==> src/rtl/i2c_seq_ctrl.sv <==
// I2C sensor sequencer: replays a register-write init table, then polls a burst read into a sample buffer.
// Optional per-transaction watchdog enabled by defining I2C_SEQ_TIMEOUT_EN.
module i2c_seq_ctrl #(
    parameter int          CLK_DIV     = 6,
    parameter int          N_INIT      = 3,
    parameter int          MAX_RD      = 14,
    parameter int          POLL_PERIOD = 12000,
    parameter logic [6:0]  SLAVE_ADDR  = 7'h68,
    parameter int          TIMEOUT_CYC = 65535
) (
    input  logic                  clk,
    input  logic                  rst_n,
    input  logic                  start,
    input  logic [N_INIT*8-1:0]   init_addr,
    input  logic [N_INIT*8-1:0]   init_data,
    input  logic [7:0]            rd_reg,
    input  logic [3:0]            rd_len,
    output logic                  tick,
    output logic                  drv_req,
    input  logic                  drv_ack,
    output logic                  drv_rw,
    output logic [6:0]            drv_slave,
    output logic [7:0]            drv_reg,
    output logic [7:0]            drv_wdata,
    output logic [3:0]            drv_len,
    input  logic                  drv_rvalid,
    input  logic [7:0]            drv_rdata,
    input  logic                  drv_done,
    input  logic                  drv_nack,
    output logic [MAX_RD*8-1:0]   sample,
    output logic                  sample_valid,
    output logic                  init_done,
    output logic                  busy,
    output logic                  error
);

    localparam int               IDX_W    = (N_INIT > 1) ? $clog2(N_INIT) : 1;
    localparam int               TCK_W    = $clog2(CLK_DIV);
    localparam int               PW       = $clog2(POLL_PERIOD + 1);
    localparam logic [4:0]       MAX_L    = 5'(MAX_RD);
    localparam logic [IDX_W-1:0] IDX_LAST = IDX_W'(N_INIT - 1);

    typedef enum logic [2:0] {
        IDLE, INIT_REQ, INIT_WAIT, RD_REQ, RD_WAIT, POLL_WAIT, ERR
    } state_t;

    state_t            state_reg, state_next;
    logic [IDX_W-1:0]  idx_reg, idx_next;
    logic [TCK_W-1:0]  tick_cnt_reg;
    logic [PW-1:0]     poll_cnt_reg;
    logic [4:0]        cnt_reg, cnt_inc, eff_len_reg, eff_len_new;
    logic              init_done_reg, sample_valid_reg;
    logic              start_ok, byte_take, rd_finish, init_last, enter_rd, timeout_hit;

    assign tick = (tick_cnt_reg == TCK_W'(CLK_DIV - 1));

    always_ff @(posedge clk or negedge rst_n) begin
        if (!rst_n)
            tick_cnt_reg <= '0;
        else
            tick_cnt_reg <= tick ? '0 : tick_cnt_reg + 1'b1;
    end

    assign start_ok    = start && (state_reg == IDLE || state_reg == ERR);
    assign eff_len_new = (rd_len == 4'd0) ? 5'd1 :
                         ({1'b0, rd_len} > MAX_L) ? MAX_L : {1'b0, rd_len};
    // Bytes beyond the latched length are dropped; cnt_inc lets a byte arriving with drv_done count.
    assign byte_take   = (state_reg == RD_WAIT) && drv_rvalid && (cnt_reg < eff_len_reg);
    assign cnt_inc     = cnt_reg + 5'(byte_take);

    always_comb begin
        state_next = state_reg;
        idx_next   = idx_reg;
        rd_finish  = 1'b0;
        init_last  = 1'b0;
        case (state_reg)
            IDLE, ERR: if (start) begin
                state_next = INIT_REQ;
                idx_next   = '0;
            end
            INIT_REQ: if (drv_ack) state_next = INIT_WAIT;
            INIT_WAIT: if (drv_done) begin
                if (drv_nack) begin
                    state_next = ERR;
                end else if (idx_reg == IDX_LAST) begin
                    state_next = RD_REQ;
                    init_last  = 1'b1;
                end else begin
                    state_next = INIT_REQ;
                    idx_next   = idx_reg + 1'b1;
                end
            end
            RD_REQ: if (drv_ack) state_next = RD_WAIT;
            RD_WAIT: if (drv_done) begin
                if (drv_nack || cnt_inc < eff_len_reg) begin
                    state_next = ERR;
                end else begin
                    state_next = POLL_WAIT;
                    rd_finish  = 1'b1;
                end
            end
            POLL_WAIT: if (poll_cnt_reg == PW'(POLL_PERIOD - 1)) state_next = RD_REQ;
            default: state_next = IDLE;
        endcase
        if (timeout_hit && state_next == state_reg)
            state_next = ERR;
    end

    assign enter_rd = (state_next == RD_REQ) && (state_reg != RD_REQ);

    always_ff @(posedge clk or negedge rst_n) begin
        if (!rst_n) begin
            state_reg        <= IDLE;
            idx_reg          <= '0;
            poll_cnt_reg     <= '0;
            cnt_reg          <= '0;
            eff_len_reg      <= 5'd1;
            init_done_reg    <= 1'b0;
            sample_valid_reg <= 1'b0;
        end else begin
            state_reg        <= state_next;
            idx_reg          <= idx_next;
            poll_cnt_reg     <= (state_reg == POLL_WAIT) ? poll_cnt_reg + 1'b1 : '0;
            cnt_reg          <= (state_reg == RD_REQ) ? 5'd0 : cnt_inc;
            sample_valid_reg <= rd_finish;
            if (enter_rd)
                eff_len_reg <= eff_len_new;
            if (start_ok)
                init_done_reg <= 1'b0;
            else if (init_last)
                init_done_reg <= 1'b1;
        end
    end

`ifdef I2C_SEQ_TIMEOUT_EN
    localparam int TW = $clog2(TIMEOUT_CYC + 1);
    logic [TW-1:0] to_cnt_reg;
    logic          in_txn;

    assign in_txn      = (state_reg == INIT_REQ) || (state_reg == INIT_WAIT) ||
                         (state_reg == RD_REQ)   || (state_reg == RD_WAIT);
    assign timeout_hit = in_txn && (to_cnt_reg == TW'(TIMEOUT_CYC - 1));

    // Restart only on entering a request state, so one budget spans REQ and WAIT.
    always_ff @(posedge clk or negedge rst_n) begin
        if (!rst_n)
            to_cnt_reg <= '0;
        else if (state_next != state_reg && (state_next == INIT_REQ || state_next == RD_REQ))
            to_cnt_reg <= '0;
        else if (in_txn)
            to_cnt_reg <= to_cnt_reg + 1'b1;
    end
`else
    assign timeout_hit = (TIMEOUT_CYC < 0);
`endif

    genvar gi;
    generate
        for (gi = 0; gi < MAX_RD; gi++) begin : g_byte
            logic [7:0] shadow_reg, sample_reg;
            logic       take;

            assign take = byte_take && (cnt_reg == 5'(gi));

            always_ff @(posedge clk or negedge rst_n) begin
                if (!rst_n) begin
                    shadow_reg <= 8'd0;
                    sample_reg <= 8'd0;
                end else begin
                    if (take)
                        shadow_reg <= drv_rdata;
                    if (rd_finish && 5'(gi) < eff_len_reg)
                        sample_reg <= take ? drv_rdata : shadow_reg;
                end
            end

            assign sample[gi*8 +: 8] = sample_reg;
        end
    endgenerate

    always_comb begin
        drv_req   = 1'b0;
        drv_rw    = 1'b0;
        drv_reg   = 8'd0;
        drv_wdata = 8'd0;
        drv_len   = 4'd0;
        case (state_reg)
            INIT_REQ: begin
                drv_req   = 1'b1;
                drv_reg   = init_addr[{idx_reg, 3'b000} +: 8];
                drv_wdata = init_data[{idx_reg, 3'b000} +: 8];
                drv_len   = 4'd1;
            end
            RD_REQ: begin
                drv_req = 1'b1;
                drv_rw  = 1'b1;
                drv_reg = rd_reg;
                drv_len = eff_len_reg[3:0];
            end
            default: ;
        endcase
    end

    assign drv_slave    = drv_req ? SLAVE_ADDR : 7'd0;
    assign sample_valid = sample_valid_reg;
    assign init_done    = init_done_reg;
    assign busy         = (state_reg != IDLE) && (state_reg != ERR);
    assign error        = (state_reg == ERR);

endmodule

==> config.mk <==
export PLATFORM = sky130hd
export DESIGN_NAME = i2c_seq_ctrl
export DESIGN_NICKNAME = d
export VERILOG_FILES = /design/src/rtl/i2c_seq_ctrl.sv
export SDC_FILE = /design/constraint.sdc
export NUM_CORES = 1
export LEC_CHECK = 0
export ABC_AREA = 1
export BUFFER_PORTS_ARGS = -buffer_cell sky130_fd_sc_hd__buf_2
export CAP_MARGIN = 0
export CORE_ASPECT_RATIO = 1.25
export CORE_MARGIN = 10
export CORE_UTILIZATION = 40
export CTS_BUF_LIST = sky130_fd_sc_hd__clkbuf_8
export DETAILED_ROUTE_END_ITERATION = 6
export GPL_TIMING_DRIVEN = 0
export PLACE_DENSITY = 0.71
export SLEW_MARGIN = 10
export SYNTH_ARGS = -nofsm -noshare
export SYNTH_HDL_FRONTEND = slang
export SYNTH_SLANG_ARGS = --single-unit
==> constraint.sdc <==
create_clock -name clk -period 10.2 [get_ports clk]
set_input_delay 0.51 -clock clk [delete_from_list [all_inputs] [get_ports clk]]
set_output_delay 0.51 -clock clk [all_outputs]
set_load 0.02 [all_outputs]
==> impl_metrics.csv, run 1 <==
group,metric,value,unit
clocking,htree_levels,2,
global_route,grt_max_degree,104,
power,powerDensity,215,nW/um2
clocking,cts_setup_buffers,0,
status,status,"finished clean",
timing,fmax,0.245,GHz
placed_design,gp_congestion,0.888,
clocking,cts-resized-gates,0,
detailed_routing,wire_per_inst,16.1,um
timing,fin_setup_tns,0,ns
final_layout,multi_input_area,3850,um2
synthesis,synthTopCellsByArea,"dfrtp_1, nand2_1, o21ai_0",
clocking,cts_root_buf,"clkbuf_8",
clocking,cts_made_buffers,40,
final_layout,fillerInstances,2618,
worst_setup_path,start_kind,"register",
global_route,grt_usage,17.1,%
timing,fin_worst_skew,0.0190,ns
floorplanning,io_pins,221,
floorplanning,row_count,67,
final_layout,area_growth,22.6,%
power,ir_drop,0.112,mV
synthesis,yosysUniqueCellTypes,37,
power,power,2.87,mW
timing,maxSlewViolCount,0,
synthesis,synth_area,10900,um2
global_route,antenna_found_initial,1,
timing,hold_viol_final,0,
detailed_routing,wl,30.1,mm
floorplanning,die_h,204,um
timing,tightest_slew,0.926,ns
flow_run,drv_cap,0,
floorplanning,die_width,168,um
power,netSwitchingPower,1.00,mW
power,swShare,34.8,%
power,p_leak,7.13,nW
detailed_routing,dr.pass1.iters,7,
worst_setup_path,critical_path_class,"register to register",
detailed_routing,final_antenna_net_count,0,
detailed_routing,viasPerCell,4.85,
worst_setup_path,crit_arrival,4.51,ns
power,p_seq_share,42.2,%
final_layout,nNetsFinal,1584,
synthesis,synth.top_cell.area_share,58.9,%
worst_hold_path,hold_class,"input port to register",
detailed_routing,dr.first_iter.drc_count,522,
placed_design,detailed_place_hpwl,21.8,mm
final_layout,regArea,6430,um2
synthesis,ys_seq_area_share,59.1,%
detailed_routing,via_count,9092,
power,pwr-share-clk,31.3,%
synthesis,synthCells,1235,
global_route,grt_pass1_wl,48.0,mm
power,internal_power,1.87,mW
clocking,clkSinkCount,257,
synthesis,yosysTopAreaCell,"dfrtp_1",
worst_setup_path,crit_path_end_kind,"register",
global_route,grt_pass1_vias,9174,
floorplanning,core_area,26800,um2
timing,rsz0062_at_grt,"false",
final_layout,layout-drive-gt1-share,22.9,%
detailed_routing,drc,0,
timing,period_needed,4.08,ns
clocking,cts.path.max_buffers,3,
floorplanning,dieArea,34200,um2
global_route,grt_overflow,0,
worst_setup_path,critPathRequiredTime,10.63,ns
clocking,clk_pin_slew,0.07,ns
timing,timing.final.crit_share,40.0,%
clocking,clock_latency,0.55,ns
synthesis,avgSynthCellArea,8.81,um2
timing,max_slew_margin,38.3,%
timing,final-setup-viol-count,0,
synthesis,ys_seq_elements,257,
power,p_comb_share,26.5,%
placed_design,io_buffers,216,
synthesis,yosysWarnings,0,
floorplanning,start_util,40.6,%
worst_setup_path,path_max_fanout,9,
clocking,cts_tree,"built",
through the flow:
| stage | util [%] | cell area (um2) | hold WS (ns) | cells | setup slack, ns |
|---|---|---|---|---|---|
| final | 49.7 | 13300 | 0.263 | 1876 | 6.12 |
| after global routing | 49.7 | 13300 | 0.264 | 1876 | 5.65 |
| after CTS | 49.7 | 13300 | 0.226 | 1875 | 6.08 |
| after detailed placement | 46.5 | 12500 | 0.453 | 1801 | 6.12 |
| after global placement | 46.3 | 12400 | 0.445 | 1799 | 4.12 |
| after floorplan | - | 10900 | 0.214 | 1238 | 6.82 |
critical path, cell delays in order (launching register included):
cell,delay (ns)
dfrtp_1,0.32
clkbuf_1,0.28
inv_1,0.27
ha_1,0.35
inv_1,0.03
nor2_1,0.14
nand3_1,0.09
a21oi_1,0.20
nor4_1,0.08
ha_1,0.21
ha_1,0.21
nand2_1,0.10
clkinv_1,0.10
nor2_1,0.11
ha_1,0.23
nand2_1,0.06
nand2_1,0.05
nand2_1,0.05
nand2_1,0.10
nand3_4,0.18
inv_2,0.09
nand2_1,0.30
inv_1,0.24
nand2_1,0.11
nand2_1,0.06
what timing repair did:
action | CTS | global route
setup endpoints to repair | 0 | 0
hold buffers | 1 | 0
hold endpoints to repair | 51 | 0
worst paths after layout:
| path | cells past startpoint | from | end | slack [ns] |
|---|---|---|---|---|
| setup / recovery | 24 | eff_len_reg[3]$_DFFE_PN0P_ | g_byte[13].sample_reg[3]$_DFFE_PN0P_ | 6.12 |
| hold reg to reg | 1 | poll_cnt_reg[0]$_DFF_PN0_ | poll_cnt_reg[0]$_DFF_PN0_ | 0.46 |
| setup reg to reg | 24 | eff_len_reg[3]$_DFFE_PN0P_ | g_byte[13].sample_reg[3]$_DFFE_PN0P_ | 6.12 |
| max in group asynchronous | 3 | rst_n | g_byte[12].sample_reg[2]$_DFFE_PN0P_ | 8.86 |
| min in group asynchronous | 2 | rst_n | init_done$_DFFE_PN0P_ | 0.50 |
| hold / removal | 3 | drv_ack | state_reg[2]$_DFF_PN0_ | 0.26 |
layout make-up:
cell class / instances / share of cell area (%)
plain buffers: 47 / 1.88
clock buffers: 53 / 5.47
inverters: 96 / 2.70
clock inverters: 20 / 0.956
multi-input cells: 838 / 28.9
well taps: 345 / 3.24
flip-flops and latches: 257 / 48.2
repair buffers: 219 / 8.66
diodes: 1 / 0.0188
cell usage in the layout, fill, tap and decap left out, types with 9 or more instances in the layout:
cell,instances
nand2_1,448
dfrtp_1,256
buf_2,232
o21ai_0,147
inv_1,97
nor2_1,72
clkbuf_8,53
o21ai_1,38
nor3_1,22
a21oi_1,21
clkbuf_1,18
nand3_1,12
buf_4,10
ha_1,10
nand3_2,9
cells in the mapped netlist (all sizes together):
cell type / n
nor4: 3
a32oi: 1
a31oi: 2
nand4: 10
o21a: 2
clkbuf: 18
clkinv: 4
xnor2: 1
nor3b: 1
dfrtp: 256
dfstp: 1
o21ai: 191
nand3: 22
inv: 92
nand3b: 1
nor3: 23
a21oi: 25
a22o: 8
xor2: 2
nor2: 81
conb: 1
buf: 29
nand2: 451
ha: 10
cell families after synthesis:
family | Yosys count | share of synthesized area [%]
compound gates | 229 | 11.3
xor+xnor | 3 | 0.241
fa+ha+maj | 10 | 1.15
buf+inv | 143 | 5.61
flops | 257 | 59.1
other cells | 1 | 0.0345
simple gates | 592 | 22.6
power by group through the flow:
stage | combinational (mW) | sequential, mW | clock [mW]
after detailed placement | 0.772 | 1.23 | 0
after global placement | 0.753 | 1.23 | 0
after CTS | 0.775 | 1.21 | 0.923
final | 0.762 | 1.21 | 0.901
after floorplan | 0.434 | 1.29 | 0
after global routing | 0.852 | 1.22 | 0.967
routing by layer:
layer  vias up  routed length [um]  track usage [%]
li1       4492                   -                -
met1      4299               12800             20.6
met2       245               14900             29.4
met3        56                1550             3.46
met4         0                 866             6.51
met5         -                   0                0
Power figures use the tool's default switching activity.
==> inputs of run 2 (changes only) <==
PLACE_DENSITY = 0.74   (was 0.71)
clock period = 3.6 ns   (was 10.2 ns; I/O delays follow)
==> impl_metrics.csv, run 2 (synthesis gave the netlist of run 1 again) <==
group,metric,value,unit
status,status,"finished clean",
worst_setup_path,cp_slowest_cell,"dfrtp_2",
clocking,cts_made_buffers,40,
final_layout,nNetsFinal,1599,
power,p_leak,7.23,nW
floorplanning,die_width,168,um
worst_setup_path,crit_path_cell_trace,"clkinv_4 -> ha_1 -> inv_1 -> nor2_1 -> nand3_1 -> a21oi_2 -> nor4_2 -> ha_2 -> ha_4 -> nor2_1 -> nor2_1 -> ha_1 -> nand2_1 -> nand2_1 -> nand2_1 -> nand2_2 -> nand3_4 -> nor2_4 -> buf_6 -> o21ai_4 -> nand2_1 -> nand2_1",
timing,tightest_slew,0.944,ns
final_layout,mostFrequentLayoutCells,"nand2_1, dfrtp_1, buf_2",
clocking,cts_tree,"built",
clocking,htree_levels,2,
floorplanning,io_pins,221,
detailed_routing,wl,30.7,mm
final_layout,num_antenna_cells,0,
final_layout,regArea,6440,um2
detailed_routing,dr.first_iter.drc_count,558,
power,powerDensity,598,nW/um2
timing,fin_worst_skew,0.0248,ns
final_layout,layout_commonest_cell,"nand2_1",
timing,setup_slack,0.0589,ns
global_route,grt_pass1_wl,49.1,mm
final_layout,multi_input_area,4010,um2
worst_setup_path,critPathRequiredTime,4.03,ns
final_layout,layout-drive-gt1-share,24.8,%
worst_setup_path,start_kind,"register",
final_layout,area_growth,24.8,%
detailed_routing,final_antenna_net_count,0,
placed_design,detailed_place_hpwl,22.1,mm
timing,period_needed,3.54,ns
timing,hold_viol_final,0,
floorplanning,die_h,204,um
worst_setup_path,crit_path_end_kind,"register",
power,netSwitchingPower,2.88,mW
global_route,grt_overflow,0,
detailed_routing,viasPerCell,4.87,
worst_setup_path,crit_path_frequent_cell,"nand2_1",
power,p_seq_share,42.5,%
floorplanning,start_util,40.6,%
detailed_routing,wire_per_inst,16.3,um
power,pwr-share-clk,29.2,%
timing,max_slew_margin,37.1,%
flow_run,drv_cap,0,
power,p_comb_share,28.3,%
global_route,grt_pass1_vias,9575,
timing,maxSlewViolCount,0,
timing,timing.final.crit_share,98.4,%
detailed_routing,dr.pass1.iters,7,
worst_setup_path,crit_arrival,3.97,ns
floorplanning,core_area,26800,um2
global_route,grt_usage,17.4,%
clocking,cts.path.max_buffers,3,
final_layout,fillerInstances,2530,
global_route,antenna_found_initial,0,
power,ir_drop,0.282,mV
placed_design,io_buffers,216,
final_layout,utilization,50.6,%
worst_hold_path,hold_class,"input port to register",
floorplanning,row_count,67,
worst_setup_path,max_stage_delay,0.40,ns
timing,fmax,0.282,GHz
floorplanning,dieArea,34200,um2
power,internal_power,5.24,mW
global_route,grt_max_degree,99,
worst_setup_path,critical_path_class,"register to register",
detailed_routing,via_count,9199,
worst_setup_path,path_max_fanout,8,
timing,holdWs,0.0341,ns
detailed_routing,drc,0,
power,swShare,35.5,%
clocking,clock_latency,0.54,ns
placed_design,dp_slack,-0.573,ns
timing,final-setup-viol-count,0,
clocking,cts_root_buf,"clkbuf_8",
placed_design,gp_congestion,0.886,
clocking,clk_pin_slew,0.06,ns
clocking,clkSinkCount,257,
## run 2: changes by cell type in the layout (fill, tap and decap cells not counted), moves of 5 or more
cell           delta
buf_4            +12
clkbuf_8          -6
dlygate4sd3_1     +6
nand2_1           -6
dfrtp_1           -5
dfrtp_2           +5
## run 2: metrics by stage
step	power (mW)	std cells	area, um2	TNS [ns]
3_3_place_gp	5.60	1799	12400	-580.30
3_5_place_dp	5.67	1801	12500	-50.29
4_1_cts	8.14	1878	13400	0
5_1_grt	8.60	1887	13600	-8.28
6_report	8.13	1887	13600	0
2_1_floorplan	4.88	1238	10900	0
## run 2: timing repair
| action | in CTS | in global routing |
|---|---|---|
| gates resized for setup | 27 | 25 |
| hold buffers | 7 | 0 |
| setup endpoints to repair | 117 | 112 |
| endpoints found under the hold margin | 68 | 0 |
| buffers inserted | 2 | 9 |
| pin swaps | 5 | 5 |
## run 2: worst paths after layout
kind / end / start / slack (ns) / cells past startpoint
worst min-delay path: init_done$_DFFE_PN0P_ / start / 0.03 / 4
worst min register to register: poll_cnt_reg[0]$_DFF_PN0_ / poll_cnt_reg[0]$_DFF_PN0_ / 0.46 / 1
worst max-delay path: g_byte[10].sample_reg[5]$_DFFE_PN0P_ / eff_len_reg[3]$_DFFE_PN0P_ / 0.06 / 22
min in group asynchronous: init_done$_DFFE_PN0P_ / rst_n / 0.19 / 2
worst max register to register: g_byte[10].sample_reg[5]$_DFFE_PN0P_ / eff_len_reg[3]$_DFFE_PN0P_ / 0.06 / 22
max in group asynchronous: g_byte[11].shadow_reg[0]$_DFF_PN0_ / rst_n / 2.57 / 3
## run 2: critical path, delay by kind of cell, from the launching register on
kind,cells,cell delay [ns]
flip-flops,1,0.40
adder cells (fa/ha/maj),4,0.90
AND/OR/NAND/NOR,13,1.51
buffers and inverters,3,0.29
AO/OA/AOI/OAI,2,0.32
## run 2: power groups by stage
stage / registers (mW) / logic, mW / clock network, mW
3_3_place_gp: 3.47 / 2.12 / 0
3_5_place_dp: 3.49 / 2.19 / 0
5_1_grt: 3.50 / 2.55 / 2.55
4_1_cts: 3.45 / 2.26 / 2.43
6_report: 3.45 / 2.30 / 2.37
2_1_floorplan: 3.65 / 1.23 / 0
## run 2: routing by layer
metal	up-vias	share of wire, %	track usage, %
met5	-	0	0
met4	0	2.2	5.32
met3	48	5.4	3.41
met2	244	51	30.8
met1	4388	42	20.9
li1	4519	-	-
## run 2: area by class of cell
class | instances | area share, %
plain buffers | 45 | 1.85
clock buffers | 47 | 4.76
clock inverters | 23 | 0.967
inverters | 96 | 2.75
multi-input cells | 838 | 29.5
flip-flops and latches | 257 | 47.4
well taps | 345 | 3.18
repair buffers | 236 | 9.56
==> inputs of run 3 (changes only) <==
CORE_MARGIN = 2   (was 10)
SETUP_SLACK_MARGIN = 0.4   (was not set)
==> impl_metrics.csv, run 3 (synthesis gave the netlist of run 1 again) <==
group,metric,value,unit
worst_setup_path,critPathRequiredTime,4.03,ns
worst_setup_path,crit_arrival,3.76,ns
power,p_leak,7.44,nW
detailed_routing,top_layer,"met4",
status,status,"finished clean",
clocking,cts.path.max_buffers,3,
worst_setup_path,start_kind,"register",
clocking,cts_root_buf,"clkbuf_8",
floorplanning,die_h,188,um
floorplanning,row_count,67,
placed_design,io_buffers,216,
final_layout,nNetsFinal,1618,
global_route,grt_usage,20.9,%
worst_setup_path,rr_worst_depth,24,
worst_setup_path,reg2reg_to,"g_byte[8].sample_reg[3]$_DFFE_PN0P_",
clocking,clock_latency,0.55,ns
final_layout,fillerInstances,2445,
worst_setup_path,crit_path_end_kind,"register",
timing,setup_slack,0.266,ns
global_route,grt_overflow,0,
detailed_routing,dr.first_iter.drc_count,438,
worst_hold_path,min-delay-start,"rd_len[0]",
clocking,htree_levels,2,
timing,holdWs,0.0940,ns
timing,timing.final.crit_share,92.6,%
timing,rsz0062_at_grt,"true",
floorplanning,io_pins,221,
placed_design,detailed_place_hpwl,20.3,mm
worst_setup_path,reg2reg_from,"eff_len_reg[2]$_DFFE_PN0P_",
floorplanning,die_width,152,um
detailed_routing,via_count,9258,
clocking,clkSinkCount,257,
worst_setup_path,rrSetupSlack,0.27,ns
detailed_routing,dr.pass1.iters,5,
placed_design,dp_slack,-0.295,ns
timing,fmax,0.300,GHz
timing,period_needed,3.33,ns
global_route,grt_max_degree,116,
timing,tightest_slew,0.981,ns
final_layout,area_growth,30.0,%
final_layout,layout-drive-gt1-share,28.1,%
detailed_routing,viasPerCell,4.85,
final_layout,layout_commonest_cell,"nand2_1",
detailed_routing,final_antenna_net_count,0,
placed_design,gp_congestion,0.854,
power,powerDensity,605,nW/um2
global_route,grt_pass1_vias,9264,
flow_run,drv_cap,0,
floorplanning,core_area,26800,um2
global_route,antenna_found_initial,1,
worst_setup_path,path_max_fanout,8,
detailed_routing,met1_length,12.2,mm
power,power,8.56,mW
clocking,clk_pin_slew,0.06,ns
timing,fin_worst_skew,0.0207,ns
detailed_routing,met2_length,15.1,mm
floorplanning,start_util,40.6,%
clocking,cts_made_buffers,41,
timing,hold_viol_final,0,
worst_hold_path,hold_class,"input port to register",
timing,fin_setup_tns,0,ns
worst_setup_path,setup.worst_path.end,"g_byte[8].sample_reg[3]$_DFFE_PN0P_",
clocking,cts_tree,"built",
final_layout,mostFrequentLayoutCells,"nand2_1, dfrtp_1, buf_2",
timing,max_slew_margin,34.3,%
global_route,grt_pass1_wl,46.9,mm
floorplanning,dieArea,28600,um2
detailed_routing,wire_per_inst,15.6,um
detailed_routing,wl_met3,1.44,mm
power,ir_drop,0.342,mV
detailed_routing,wl,29.8,mm
detailed_routing,drc,0,
timing,final-setup-viol-count,0,
worst_setup_path,critical_path_class,"register to register",
timing,maxSlewViolCount,0,
worst_setup_path,crit_start,"eff_len_reg[2]$_DFFE_PN0P_",
-- run 3: cell count changes in the layout (fill, tap and decap cells not counted), sizes merged --
cell,previous run,this run
buf,258,271
clkbuf,63,77
clkinv,9,11
diode,0,1
dlygate4sd3,7,8
inv,107,96
nand2,451,452
-- run 3: worst min path at each step --
stage,endpoint,cells past startpoint
6_report,eff_len_reg[0]$_DFFE_PN1P_,5
5_1_grt,eff_len_reg[0]$_DFFE_PN1P_,5
4_1_cts,eff_len_reg[0]$_DFFE_PN1P_,5
3_5_place_dp,g_byte[0].sample_reg[7]$_DFFE_PN0P_,1
3_3_place_gp,tick_cnt_reg[0]$_DFF_PN0_,1
2_1_floorplan,cnt_reg[0]$_DFF_PN0_,0
-- run 3: through the flow --
| stage | util (%) | cell area, um2 | instances |
|---|---|---|---|
| 2_1_floorplan | - | 10900 | 1238 |
| 3_3_place_gp | 46.3 | 12400 | 1799 |
| 3_5_place_dp | 46.5 | 12500 | 1801 |
| 4_1_cts | 51.8 | 13900 | 1900 |
| 5_1_grt | 52.7 | 14100 | 1908 |
| 6_report | 52.7 | 14100 | 1908 |
-- run 3: area by class of cell --
| cell class | instances | area [um2] | share of cell area, % |
|---|---|---|---|
| inverter | 96 | 408 | 2.88 |
| clock buffer | 58 | 798 | 5.64 |
| clock inverter | 14 | 98.8 | 0.699 |
| multi-input combinational | 839 | 4200 | 29.7 |
| sequential | 257 | 6440 | 45.5 |
| tap | 345 | 432 | 3.05 |
| antenna | 1 | 2.50 | 0.0177 |
| timing repair buffer | 251 | 1470 | 10.4 |
| buffer | 47 | 304 | 2.15 |
-- run 3: timing repair --
item / in CTS / in global routing
buffers inserted: 18 / 5
setup endpoints to repair: 117 / 124
cloned: 1 / 2
hold buffers: 8 / 0
resized for setup: 71 / 63
endpoints found under the hold margin: 98 / 0
pin swaps: 26 / 38
-- run 3: per-layer routing --
metal / global-route usage [%] / up-vias
li1: - / 4564
met2: 36.0 / 248
met5: 0 / -
met1: 26.4 / 4382
met4: 8.30 / 0
met3: 3.00 / 64
-- run 3: worst max-delay path, cell delays in order, from the launching register on --
cell and delay (ns):
dfrtp_1 0.36, clkbuf_8 0.15, inv_8 0.05, ha_4 0.20, a21oi_2 0.15, o21ai_2 0.09
nor4_2 0.26, ha_2 0.27, ha_4 0.16, nand2_4 0.06, inv_4 0.07, buf_4 0.10
buf_4 0.11, nand3_1 0.09, nand2_1 0.10, nor2_1 0.05, nand2_2 0.10, nand3_4 0.09
buf_12 0.16, nor2_4 0.10, buf_6 0.12, buf_6 0.12, o21ai_4 0.10, nand2_1 0.09
nand2_1 0.05
-- run 3: report_power, final --
part / leakage (nW) / internal (mW) / switching (mW)
Sequential: 3.42 / 3.25 / 0.198
Clock: 0.480 / 1.50 / 1.15
Combinational: 3.54 / 0.819 / 1.65
Total: 7.44 / 5.57 / 2.99
